--- src/rtl/systolic_array_fmt_stream_if.sv ---
// systolic_array_fmt_stream_if: beat input, flush control and byte output
// handshakes of the systolic_array_fmt_stream tile.
// master = producer/consumer side (tile wrapper), slave = the engine.
interface systolic_array_fmt_stream_if;
    logic [1:0] fmt;
    logic       in_valid;
    logic       in_ready;
    logic [7:0] in_left;
    logic [7:0] in_top;
    logic       flush;
    logic       flush_ready;
    logic       out_valid;
    logic       out_ready;
    logic [7:0] out_data;

    modport master (
        output fmt, in_valid, in_left, in_top, flush, out_ready,
        input  in_ready, flush_ready, out_valid, out_data
    );

    modport slave (
        input  fmt, in_valid, in_left, in_top, flush, out_ready,
        output in_ready, flush_ready, out_valid, out_data
    );
endinterface

--- src/rtl/systolic_array_fmt_stream.sv ---
// systolic_array_fmt_stream: weight-stationary FP4/INT4 x INT8 tile engine.
// Beats of two 4-bit weights plus one INT8 activation fill a double buffer;
// each completed group is multiplied column by column into H*W accumulators.
// A flush snapshots the accumulators into a byte queue (shift + saturate)
// that drains over a valid/ready stream.
// Optional macro RELU_EN: output bytes clamp negative values to 0.
module systolic_array_fmt_stream #(
    parameter int SLICES    = 2,
    parameter int ACC_W     = 24,
    parameter int OUT_SHIFT = 11
) (
    input  logic clk,
    input  logic reset,
    systolic_array_fmt_stream_if.slave bus
);
    localparam int H  = 2 * SLICES;
    localparam int W  = SLICES;
    localparam int N  = H * W;
    localparam int KW = (SLICES > 1) ? $clog2(SLICES) : 1;
    localparam int CW = $clog2(N + 1);
    localparam logic [KW-1:0] K_LAST = KW'(SLICES - 1);

    typedef enum logic [1:0] {
        ST_RUN,
        ST_FLUSH_WAIT,
        ST_SNAP
    } state_e;

    // Signed product of one 4-bit weight code and one INT8 activation.
    // Largest magnitude is 128 << 7, so 16 bits always hold it.
    function automatic logic signed [15:0] weight_mul(
        input logic [3:0]        w,
        input logic [1:0]        f,
        input logic signed [7:0] a
    );
        logic signed [15:0] a_x;
        logic signed [15:0] mag;
        logic signed [15:0] res;
        logic [4:0]         scale;
        a_x   = 16'(a);
        mag   = '0;
        res   = '0;
        scale = '0;
        case (f)
            2'd0: begin
                mag = (w[2:0] == 3'd0) ? '0 : (a_x <<< w[2:0]);
                res = w[3] ? -mag : mag;
            end
            2'd1: res = 16'($signed(w)) * a_x;
            2'd2: begin
                if (w[2:1] == 2'd0) scale = {4'd0, w[0]};
                else                scale = 5'({1'b1, w[0]}) << (w[2:1] - 2'd1);
                mag = a_x * $signed({11'd0, scale});
                res = w[3] ? -mag : mag;
            end
            default: res = '0;
        endcase
        return res;
    endfunction

    // Output stage: arithmetic shift, then clamp to a signed byte.
    function automatic logic [7:0] out_byte(input logic signed [ACC_W-1:0] acc);
        logic signed [ACC_W-1:0] s;
        s = acc >>> OUT_SHIFT;
        if (s[ACC_W-1]) begin
`ifdef RELU_EN
            return 8'h00;
`else
            return (&s[ACC_W-2:7]) ? s[7:0] : 8'h80;
`endif
        end
        return (|s[ACC_W-2:7]) ? 8'h7F : s[7:0];
    endfunction

    state_e                  state_q, state_d;
    logic [KW-1:0]           k_q, k_d;
    logic                    busy_q, busy_d;
    logic [KW-1:0]           col_q, col_d;
    logic [3:0]              nxt_w_q [H];
    logic [3:0]              nxt_w_d [H];
    logic [3:0]              cur_w_q [H];
    logic [3:0]              cur_w_d [H];
    logic [1:0]              nxt_f_q [SLICES];
    logic [1:0]              nxt_f_d [SLICES];
    logic [1:0]              cur_f_q [SLICES];
    logic [1:0]              cur_f_d [SLICES];
    logic [7:0]              nxt_a_q [W];
    logic [7:0]              nxt_a_d [W];
    logic [7:0]              cur_a_q [W];
    logic [7:0]              cur_a_d [W];
    logic signed [ACC_W-1:0] acc_q [N];
    logic signed [ACC_W-1:0] acc_d [N];
    logic signed [ACC_W-1:0] prod [H];
    logic [7:0]              oq_q [N];
    logic [7:0]              oq_d [N];
    logic [CW-1:0]           cnt_q, cnt_d;

    logic beat_acc, swap, flush_acc, last_col, snap, pop;

    assign bus.in_ready    = (state_q == ST_RUN);
    assign bus.flush_ready = (state_q == ST_RUN) && (cnt_q == '0);
    assign bus.out_valid   = (cnt_q != '0);
    assign bus.out_data    = oq_q[0];

    assign beat_acc  = bus.in_valid && bus.in_ready;
    assign swap      = beat_acc && (k_q == K_LAST);
    assign flush_acc = bus.flush && bus.flush_ready;
    assign last_col  = busy_q && (col_q == K_LAST);
    assign snap      = (state_q == ST_SNAP);
    assign pop       = bus.out_valid && bus.out_ready;

    // Flush sequencing: wait for any group still computing, then one snapshot cycle.
    // NOTE: every always_comb output gets a default first, so no path leaves it unassigned and no latch is inferred.
    always_comb begin
        state_d = state_q;
        case (state_q)
            ST_RUN: begin
                if (flush_acc) begin
                    state_d = (swap || (busy_q && !last_col)) ? ST_FLUSH_WAIT : ST_SNAP;
                end
            end
            ST_FLUSH_WAIT: if (!busy_q || last_col) state_d = ST_SNAP;
            ST_SNAP:       state_d = ST_RUN;
            default:       state_d = ST_RUN;
        endcase
    end

    // Beat capture into the next buffer and group swap into the current buffer.
    always_comb begin
        k_d     = k_q;
        nxt_w_d = nxt_w_q;
        nxt_f_d = nxt_f_q;
        nxt_a_d = nxt_a_q;
        cur_w_d = cur_w_q;
        cur_f_d = cur_f_q;
        cur_a_d = cur_a_q;
        if (beat_acc) begin
            for (int s = 0; s < SLICES; s++) begin
                if (k_q == KW'(s)) begin
                    nxt_w_d[2*s]   = bus.in_left[3:0];
                    nxt_w_d[2*s+1] = bus.in_left[7:4];
                    nxt_f_d[s]     = bus.fmt;
                    nxt_a_d[s]     = bus.in_top;
                end
            end
            k_d = swap ? '0 : k_q + KW'(1);
        end
        if (swap) begin
            cur_w_d = nxt_w_d;
            cur_f_d = nxt_f_d;
            cur_a_d = nxt_a_d;
        end
        // A snapshot discards any partially filled group.
        if (snap) k_d = '0;
    end

    // Compute sequencer: one column per cycle for SLICES cycles after a swap.
    always_comb begin
        busy_d = busy_q;
        col_d  = col_q;
        if (busy_q) begin
            if (last_col) busy_d = 1'b0;
            else          col_d  = col_q + KW'(1);
        end
        // A back-to-back swap lands on the last compute cycle and restarts at column 0.
        if (swap) begin
            busy_d = 1'b1;
            col_d  = '0;
        end
    end

    // H parallel multipliers on the current column's activation.
    always_comb begin
        for (int i = 0; i < H; i++) begin
            prod[i] = ACC_W'(weight_mul(cur_w_q[i], cur_f_q[i/2], cur_a_q[col_q]));
        end
    end

    // Accumulate the active column (wrapping), or clear on snapshot.
    always_comb begin
        acc_d = acc_q;
        if (snap) begin
            for (int n = 0; n < N; n++) acc_d[n] = '0;
        end else if (busy_q) begin
            for (int i = 0; i < H; i++) begin
                for (int j = 0; j < W; j++) begin
                    if (col_q == KW'(j)) acc_d[i*W+j] = acc_q[i*W+j] + prod[i];
                end
            end
        end
    end

    // Output queue: parallel load on snapshot, shift toward the head on each pop.
    always_comb begin
        oq_d  = oq_q;
        cnt_d = cnt_q;
        if (snap) begin
            for (int n = 0; n < N; n++) oq_d[n] = out_byte(acc_q[n]);
            cnt_d = CW'(N);
        end else if (pop) begin
            for (int n = 0; n < N - 1; n++) oq_d[n] = oq_q[n+1];
            oq_d[N-1] = '0;
            cnt_d     = cnt_q - CW'(1);
        end
    end

    // State registers with synchronous reset.
    // NOTE: sequential state uses non-blocking assignments so every register samples pre-edge values.
    // NOTE: buffers, accumulators and queue are flop arrays, not RAM, so they are all reset.
    always_ff @(posedge clk) begin
        if (reset) begin
            state_q <= ST_RUN;
            k_q     <= '0;
            busy_q  <= 1'b0;
            col_q   <= '0;
            cnt_q   <= '0;
            for (int i = 0; i < H; i++) begin
                nxt_w_q[i] <= '0;
                cur_w_q[i] <= '0;
            end
            for (int s = 0; s < SLICES; s++) begin
                nxt_f_q[s] <= '0;
                cur_f_q[s] <= '0;
                nxt_a_q[s] <= '0;
                cur_a_q[s] <= '0;
            end
            for (int n = 0; n < N; n++) begin
                acc_q[n] <= '0;
                oq_q[n]  <= '0;
            end
        end else begin
            state_q <= state_d;
            k_q     <= k_d;
            busy_q  <= busy_d;
            col_q   <= col_d;
            cnt_q   <= cnt_d;
            nxt_w_q <= nxt_w_d;
            cur_w_q <= cur_w_d;
            nxt_f_q <= nxt_f_d;
            cur_f_q <= cur_f_d;
            nxt_a_q <= nxt_a_d;
            cur_a_q <= cur_a_d;
            acc_q   <= acc_d;
            oq_q    <= oq_d;
        end
    end
endmodule

--- src/flat_wrapper.sv ---
// flat-port wrapper written by rule: the top's interface ports become plain ports
module systolic_array_fmt_stream_flat 
#(
    parameter int SLICES    = 2,
    parameter int ACC_W     = 24,
    parameter int OUT_SHIFT = 11
)
  (clk, reset, bus_fmt, bus_in_valid, bus_in_left, bus_in_top, bus_flush, bus_out_ready, bus_in_ready, bus_flush_ready, bus_out_valid, bus_out_data);
  systolic_array_fmt_stream_if bus_i ();
  input  logic clk;
  input  logic reset;
  input wire logic [$bits(bus_i.fmt)-1:0] bus_fmt;
  input wire logic [$bits(bus_i.in_valid)-1:0] bus_in_valid;
  input wire logic [$bits(bus_i.in_left)-1:0] bus_in_left;
  input wire logic [$bits(bus_i.in_top)-1:0] bus_in_top;
  input wire logic [$bits(bus_i.flush)-1:0] bus_flush;
  input wire logic [$bits(bus_i.out_ready)-1:0] bus_out_ready;
  output wire logic [$bits(bus_i.in_ready)-1:0] bus_in_ready;
  output wire logic [$bits(bus_i.flush_ready)-1:0] bus_flush_ready;
  output wire logic [$bits(bus_i.out_valid)-1:0] bus_out_valid;
  output wire logic [$bits(bus_i.out_data)-1:0] bus_out_data;
  assign bus_i.fmt = bus_fmt;
  assign bus_i.in_valid = bus_in_valid;
  assign bus_i.in_left = bus_in_left;
  assign bus_i.in_top = bus_in_top;
  assign bus_i.flush = bus_flush;
  assign bus_i.out_ready = bus_out_ready;
  assign bus_in_ready = bus_i.in_ready;
  assign bus_flush_ready = bus_i.flush_ready;
  assign bus_out_valid = bus_i.out_valid;
  assign bus_out_data = bus_i.out_data;
  systolic_array_fmt_stream #(.SLICES(SLICES), .ACC_W(ACC_W), .OUT_SHIFT(OUT_SHIFT)) u_core (.clk(clk), .reset(reset), .bus(bus_i));
endmodule
--- config.mk ---
export PLATFORM = sky130hd
export DESIGN_NAME = systolic_array_fmt_stream_flat
export DESIGN_NICKNAME = d
export VERILOG_FILES = /design/src/rtl/systolic_array_fmt_stream_if.sv /design/src/rtl/systolic_array_fmt_stream.sv /design/src/flat_wrapper.sv
export SDC_FILE = /design/constraint.sdc
export NUM_CORES = 2
export LEC_CHECK = 0
export CORE_ASPECT_RATIO = 0.75
export CORE_MARGIN = 2
export CORE_UTILIZATION = 50
export CTS_BUF_LIST = sky130_fd_sc_hd__clkbuf_4 sky130_fd_sc_hd__clkbuf_8
export DETAILED_ROUTE_END_ITERATION = 16
export PLACE_DENSITY = 0.66
export REMOVE_ABC_BUFFERS = 1
export SYNTH_ARGS = -nofsm -noshare
export SYNTH_HDL_FRONTEND = slang
export SYNTH_SLANG_ARGS = --single-unit
--- constraint.sdc ---
create_clock -name clk -period 11.2 [get_ports clk]
set_input_delay 2.24 -clock clk [delete_from_list [all_inputs] [get_ports clk]]
set_output_delay 2.24 -clock clk [all_outputs]
set_load 0.02 [all_outputs]
==> metrics.txt <==
# TYPE chip_impl_metric gauge
chip_impl_info{name="end_kind",value="flop"} 1
chip_impl_metric{name="reg2regPathDepth",unit=""} 27
chip_impl_metric{name="final_antenna_net_count",unit=""} 0
chip_impl_metric{name="max_slew.worst_pin.slew",unit="ns"} 1.29
chip_impl_metric{name="post_synth_fa_ha_maj_area_fraction",unit="%"} 22.0
chip_impl_info{name="rsz0062_at_grt",value="false"} 1
chip_impl_metric{name="cts_buf_count",unit=""} 56
chip_impl_metric{name="setup_total_negative_slack",unit="ns"} 0
chip_impl_metric{name="layout.nets",unit=""} 5258
chip_impl_metric{name="grt_overflow",unit=""} 0
chip_impl_metric{name="final_slew_viol_count",unit=""} 0
chip_impl_metric{name="number_of_violations_of_the_max_capacitance_limit",unit=""} 0
chip_impl_info{name="synth_ff_type",value="sky130_fd_sc_hd__dfxtp_1"} 1
chip_impl_metric{name="cts.repair.resized",unit=""} 0
chip_impl_metric{name="postSynthAreaPerCell",unit="sq um"} 7.56
chip_impl_metric{name="fp.coreArea",unit="sq mm"} 0.0719
chip_impl_metric{name="detail_route.drc_violations",unit=""} 0
chip_impl_metric{name="critPathMaxFanout",unit=""} 35
chip_impl_metric{name="routabilityCongestion",unit=""} 0.929
chip_impl_info{name="largest_family_of_logic_cells_by_synthesized_area",value="adder cells"} 1
chip_impl_metric{name="final_layout_size_suffix_gt1_share",unit="%"} 6.39
chip_impl_metric{name="length_of_routed_met2_wiring",unit="microns"} 44000
chip_impl_metric{name="finalCritPeriodShare",unit="%"} 81.8
chip_impl_metric{name="cts.hold.buffers_added",unit=""} 0
chip_impl_metric{name="fillCellCount",unit=""} 7045
chip_impl_metric{name="area.sequential",unit="sq mm"} 0.00639
chip_impl_metric{name="ys_ff_latch",unit=""} 319
chip_impl_metric{name="clk_transition_reported_paths",unit="ns"} 0.07
chip_impl_info{name="status",value="finished, final reports clean"} 1
chip_impl_info{name="cts_tree",value="built"} 1
chip_impl_metric{name="synth-seq-area-share",unit="%"} 17.5
chip_impl_metric{name="tritonroute_pass_1_iters",unit=""} 6
chip_impl_metric{name="p_leak",unit="nW"} 17.3
chip_impl_metric{name="met1Wirelength",unit="microns"} 50300
chip_impl_metric{name="final.min_clock_period",unit="ns"} 9.16
chip_impl_info{name="r2r-start",value="u_core.col_q$_SDFFE_PP0P_"} 1
chip_impl_metric{name="wl_per_cell",unit="microns"} 18.4
chip_impl_metric{name="die_x",unit="microns"} 316
chip_impl_metric{name="final_cells",unit=""} 5699
chip_impl_metric{name="detailroute.wirelength.met3",unit="microns"} 8350
chip_impl_info{name="cp-start-kind",value="flop"} 1
chip_impl_metric{name="place.detailed.instances",unit=""} 5592
chip_impl_info{name="min_delay_worst_endpoint",value="u_core.cur_a_q[9]$_SDFFE_PP0P_"} 1
chip_impl_metric{name="max_slew_margin",unit="%"} 14.2
chip_impl_metric{name="initial_utilization",unit="%"} 50.6
chip_impl_metric{name="maximum_number_of_pins_on_one_net_before_global_route_repair",unit=""} 66
chip_impl_metric{name="multi_input_area",unit="sq mm"} 0.0279
chip_impl_metric{name="yosys.area_share.xor_xnor",unit="%"} 7.48
chip_impl_metric{name="finalSetupViolations",unit=""} 0
chip_impl_metric{name="design.portCount",unit=""} 34
chip_impl_info{name="cts.root.buffer_cell",value="sky130_fd_sc_hd__clkbuf_8"} 1
chip_impl_metric{name="grt_pass1_vias",unit=""} 31900
chip_impl_info{name="worstHoldStart",value="u_core.nxt_a_q[9]$_SDFF_PP0_"} 1
chip_impl_metric{name="clk-insertion-delay-late",unit="ns"} 0.74
chip_impl_metric{name="port_buffers",unit=""} 33
chip_impl_metric{name="design_area",unit="sq mm"} 0.0386
chip_impl_metric{name="post_drt_via_cell_ratio",unit=""} 5.89
chip_impl_metric{name="dr_total_vias",unit=""} 33600
chip_impl_metric{name="flow.area_growth_from_synthesis",unit="%"} 6.13
chip_impl_metric{name="rows",unit=""} 85
chip_impl_metric{name="async_flop_share",unit="%"} 0
chip_impl_metric{name="synthesized_area_fraction_occupied_by_ao_oa_aoi_and_oai_cells",unit="%"} 20.1
chip_impl_metric{name="grt_util_all_layers",unit="%"} 28.1
chip_impl_metric{name="ys_types",unit=""} 88
chip_impl_metric{name="netlist_area",unit="sq mm"} 0.0364
chip_impl_metric{name="synth_enable_flop_cells",unit=""} 0
chip_impl_metric{name="final_ws_setup",unit="ns"} 2.04
chip_impl_metric{name="yosys_warnings",unit=""} 0
chip_impl_metric{name="fmaxAchievable",unit="MHz"} 109
chip_impl_info{name="worst_path_max_delay_cell",value="sky130_fd_sc_hd__or4_1"} 1
chip_impl_metric{name="synthMuxAreaShare",unit="%"} 4.97
chip_impl_info{name="timing.setup.critical_path_class",value="flop to flop"} 1
chip_impl_metric{name="crit_required",unit="ns"} 11.85
chip_impl_metric{name="cts-root-to-sink-buffers",unit=""} 3
chip_impl_info{name="hp-class",value="flop to flop"} 1
chip_impl_metric{name="fin_worst_skew",unit="ns"} 0.0364
chip_impl_info{name="route.top_layer_used",value="met4"} 1
chip_impl_metric{name="drt_iter0_markers",unit=""} 3117
chip_impl_metric{name="number_of_buffers_inserted_by_post_cts_setup_repair",unit=""} 0
chip_impl_metric{name="min_delay_path_depth",unit=""} 2
chip_impl_metric{name="grt_first_pass_wirelength",unit="microns"} 171000
chip_impl_metric{name="synth-simple-area-share",unit="%"} 21.7
chip_impl_metric{name="cts.sinks",unit=""} 319
chip_impl_metric{name="detailed_place.area",unit="sq mm"} 0.0374
chip_impl_metric{name="power-per-cell-area",unit="mW/mm^2"} 100
chip_impl_metric{name="hold_viol_final",unit=""} 0
chip_impl_metric{name="regToRegSetupSlack",unit="ns"} 2.04
chip_impl_metric{name="die_area",unit="sq mm"} 0.0750
chip_impl_metric{name="critPathMaxStageDelay",unit="ns"} 0.92
chip_impl_metric{name="syn-instance-count",unit=""} 4815
chip_impl_metric{name="postRouteWirelength",unit="microns"} 105000
chip_impl_metric{name="ir_drop",unit="mV"} 0.0798
chip_impl_metric{name="detailed_place_hpwl",unit="microns"} 77000
chip_impl_metric{name="antenna_found_initial",unit=""} 1
chip_impl_info{name="rr_endpoint",value="u_core.acc_q[95]$_SDFFE_PP0P_"} 1
chip_impl_metric{name="cts_max_level",unit=""} 2
chip_impl_metric{name="dp_worst_setup_slack",unit="ns"} 2.17
chip_impl_metric{name="die_height",unit="microns"} 238
chip_impl_metric{name="worst-endpoint-arrival",unit="ns"} 9.81
worst max path at each step:
stage	start	to	slack (ns)	cells past startpoint
floorplan	u_core.col_q$_SDFFE_PP0P_	u_core.acc_q[143]$_SDFFE_PP0P_	1.43	24
global placement	u_core.col_q$_SDFFE_PP0P_	u_core.acc_q[143]$_SDFFE_PP0P_	2.30	25
detailed placement	u_core.col_q$_SDFFE_PP0P_	u_core.acc_q[71]$_SDFFE_PP0P_	2.17	26
CTS	u_core.col_q$_SDFFE_PP0P_	u_core.acc_q[95]$_SDFFE_PP0P_	2.11	27
global route	u_core.col_q$_SDFFE_PP0P_	u_core.acc_q[143]$_SDFFE_PP0P_	1.29	25
finish	u_core.col_q$_SDFFE_PP0P_	u_core.acc_q[95]$_SDFFE_PP0P_	2.04	27
power by group:
| part | switching (mW) | internal [mW] |
|---|---|---|
| combinational | 0.926 | 0.452 |
| clock | 0.584 | 0.656 |
| sequential | 0.0681 | 1.19 |
| total | 1.58 | 2.30 |
layout by cell type (no fill, tap or decap), types with 37 or more instances in the layout:
master                     count
sky130_fd_sc_hd__a211oi_1     49
sky130_fd_sc_hd__a21o_1       80
sky130_fd_sc_hd__a21oi_1     443
sky130_fd_sc_hd__and2_1       55
sky130_fd_sc_hd__and3_1       38
sky130_fd_sc_hd__buf_4        55
sky130_fd_sc_hd__clkbuf_8     68
sky130_fd_sc_hd__dfxtp_1     317
sky130_fd_sc_hd__fa_1        164
sky130_fd_sc_hd__ha_1        378
sky130_fd_sc_hd__inv_1       307
sky130_fd_sc_hd__mux2_2       49
sky130_fd_sc_hd__mux2i_1      49
sky130_fd_sc_hd__nand2_1     687
sky130_fd_sc_hd__nand2b_1     52
sky130_fd_sc_hd__nand3_1     113
sky130_fd_sc_hd__nor2_1      454
sky130_fd_sc_hd__nor2b_1      38
sky130_fd_sc_hd__nor3_1      112
sky130_fd_sc_hd__o21a_1       44
sky130_fd_sc_hd__o21ai_0     232
sky130_fd_sc_hd__o22ai_1      37
sky130_fd_sc_hd__or3_1        50
sky130_fd_sc_hd__xnor2_1     191
sky130_fd_sc_hd__xor2_1      120
state kept, by name, summed over array words and instances (netlist names):
register             cells
u_core.col_q             1
u_core.nxt_f_q           2
u_core.state_q           2
u_core.k_q               1
u_core.cur_a_q          16
u_core.busy_q            1
u_core.nxt_w_q           8
u_core.cur_f_q           4
u_core.nxt_a_q           8
u_core.bus.out_data      8
u_core.cnt_q             4
u_core.acc_q           192
u_core.oq_q             56
u_core.cur_w_q          16
per-layer routing:
| metal | track usage (%) | up-vias |
|---|---|---|
| li1 | - | 16500 |
| met1 | 41.1 | 15900 |
| met2 | 42.5 | 1030 |
| met3 | 5.14 | 153 |
| met4 | 6.51 | 0 |
| met5 | 0 | - |
worst max-delay path, delay by kind of cell (launching register included):
family / cells / cell delay, ns
flip-flops: 1 / 0.71
multiplexers: 1 / 0.88
AND/OR/NAND/NOR: 6 / 2.45
AO/OA/AOI/OAI: 11 / 1.97
XOR/XNOR: 2 / 0.43
buffers and inverters: 2 / 0.10
adder cells (fa/ha/maj): 5 / 2.48
synth_stat cells, types with 80 or more instances:
library cell	instances	share of area, %
sky130_fd_sc_hd__nor3_1	112	1.5
sky130_fd_sc_hd__nand2_1	689	7.1
sky130_fd_sc_hd__xnor2_1	191	4.6
sky130_fd_sc_hd__a21o_1	80	1.6
sky130_fd_sc_hd__inv_1	307	3.2
sky130_fd_sc_hd__clkbuf_1	227	2.3
sky130_fd_sc_hd__fa_1	164	9.0
sky130_fd_sc_hd__nor2_1	455	4.7
sky130_fd_sc_hd__nand3_1	113	1.6
sky130_fd_sc_hd__ha_1	378	13
sky130_fd_sc_hd__o21ai_0	232	3.2
sky130_fd_sc_hd__xor2_1	120	2.9
sky130_fd_sc_hd__dfxtp_1	319	18
sky130_fd_sc_hd__a21oi_1	443	6.1
kinds of logic (layout without fill, tap and decap cells):
logic type	count (synthesis)	count (layout)
and+or+nand+nor	1743	1743
AOI/OAI and AO/OA	1181	1181
buffers and inverters	582	504
adders and majority gates	542	542
DFF	319	319
xor gates and xnor gates	311	311
muxes	136	136
other	1	6
area by class of cell:
type / instances / area share, %
antenna: 2 / 0.0130
timing repair buffer: 87 / 1.90
tap: 957 / 3.10
clock buffer: 76 / 2.58
clock inverter: 29 / 0.660
multi-input combinational: 3917 / 72.2
sequential: 319 / 16.5
inverter: 312 / 3.03
per-stage QoR:
step,total power [mW],utilization (%),hold slack (ns)
5_1_grt,4.08,53.8,0.473
3_5_place_dp,2.63,52.0,0.447
6_report,3.88,53.8,0.456
2_1_floorplan,2.17,-,0.423
3_3_place_gp,2.63,52.0,0.439
4_1_cts,3.88,53.7,0.456
No activity file was read; power rests on OpenSTA's default activity.
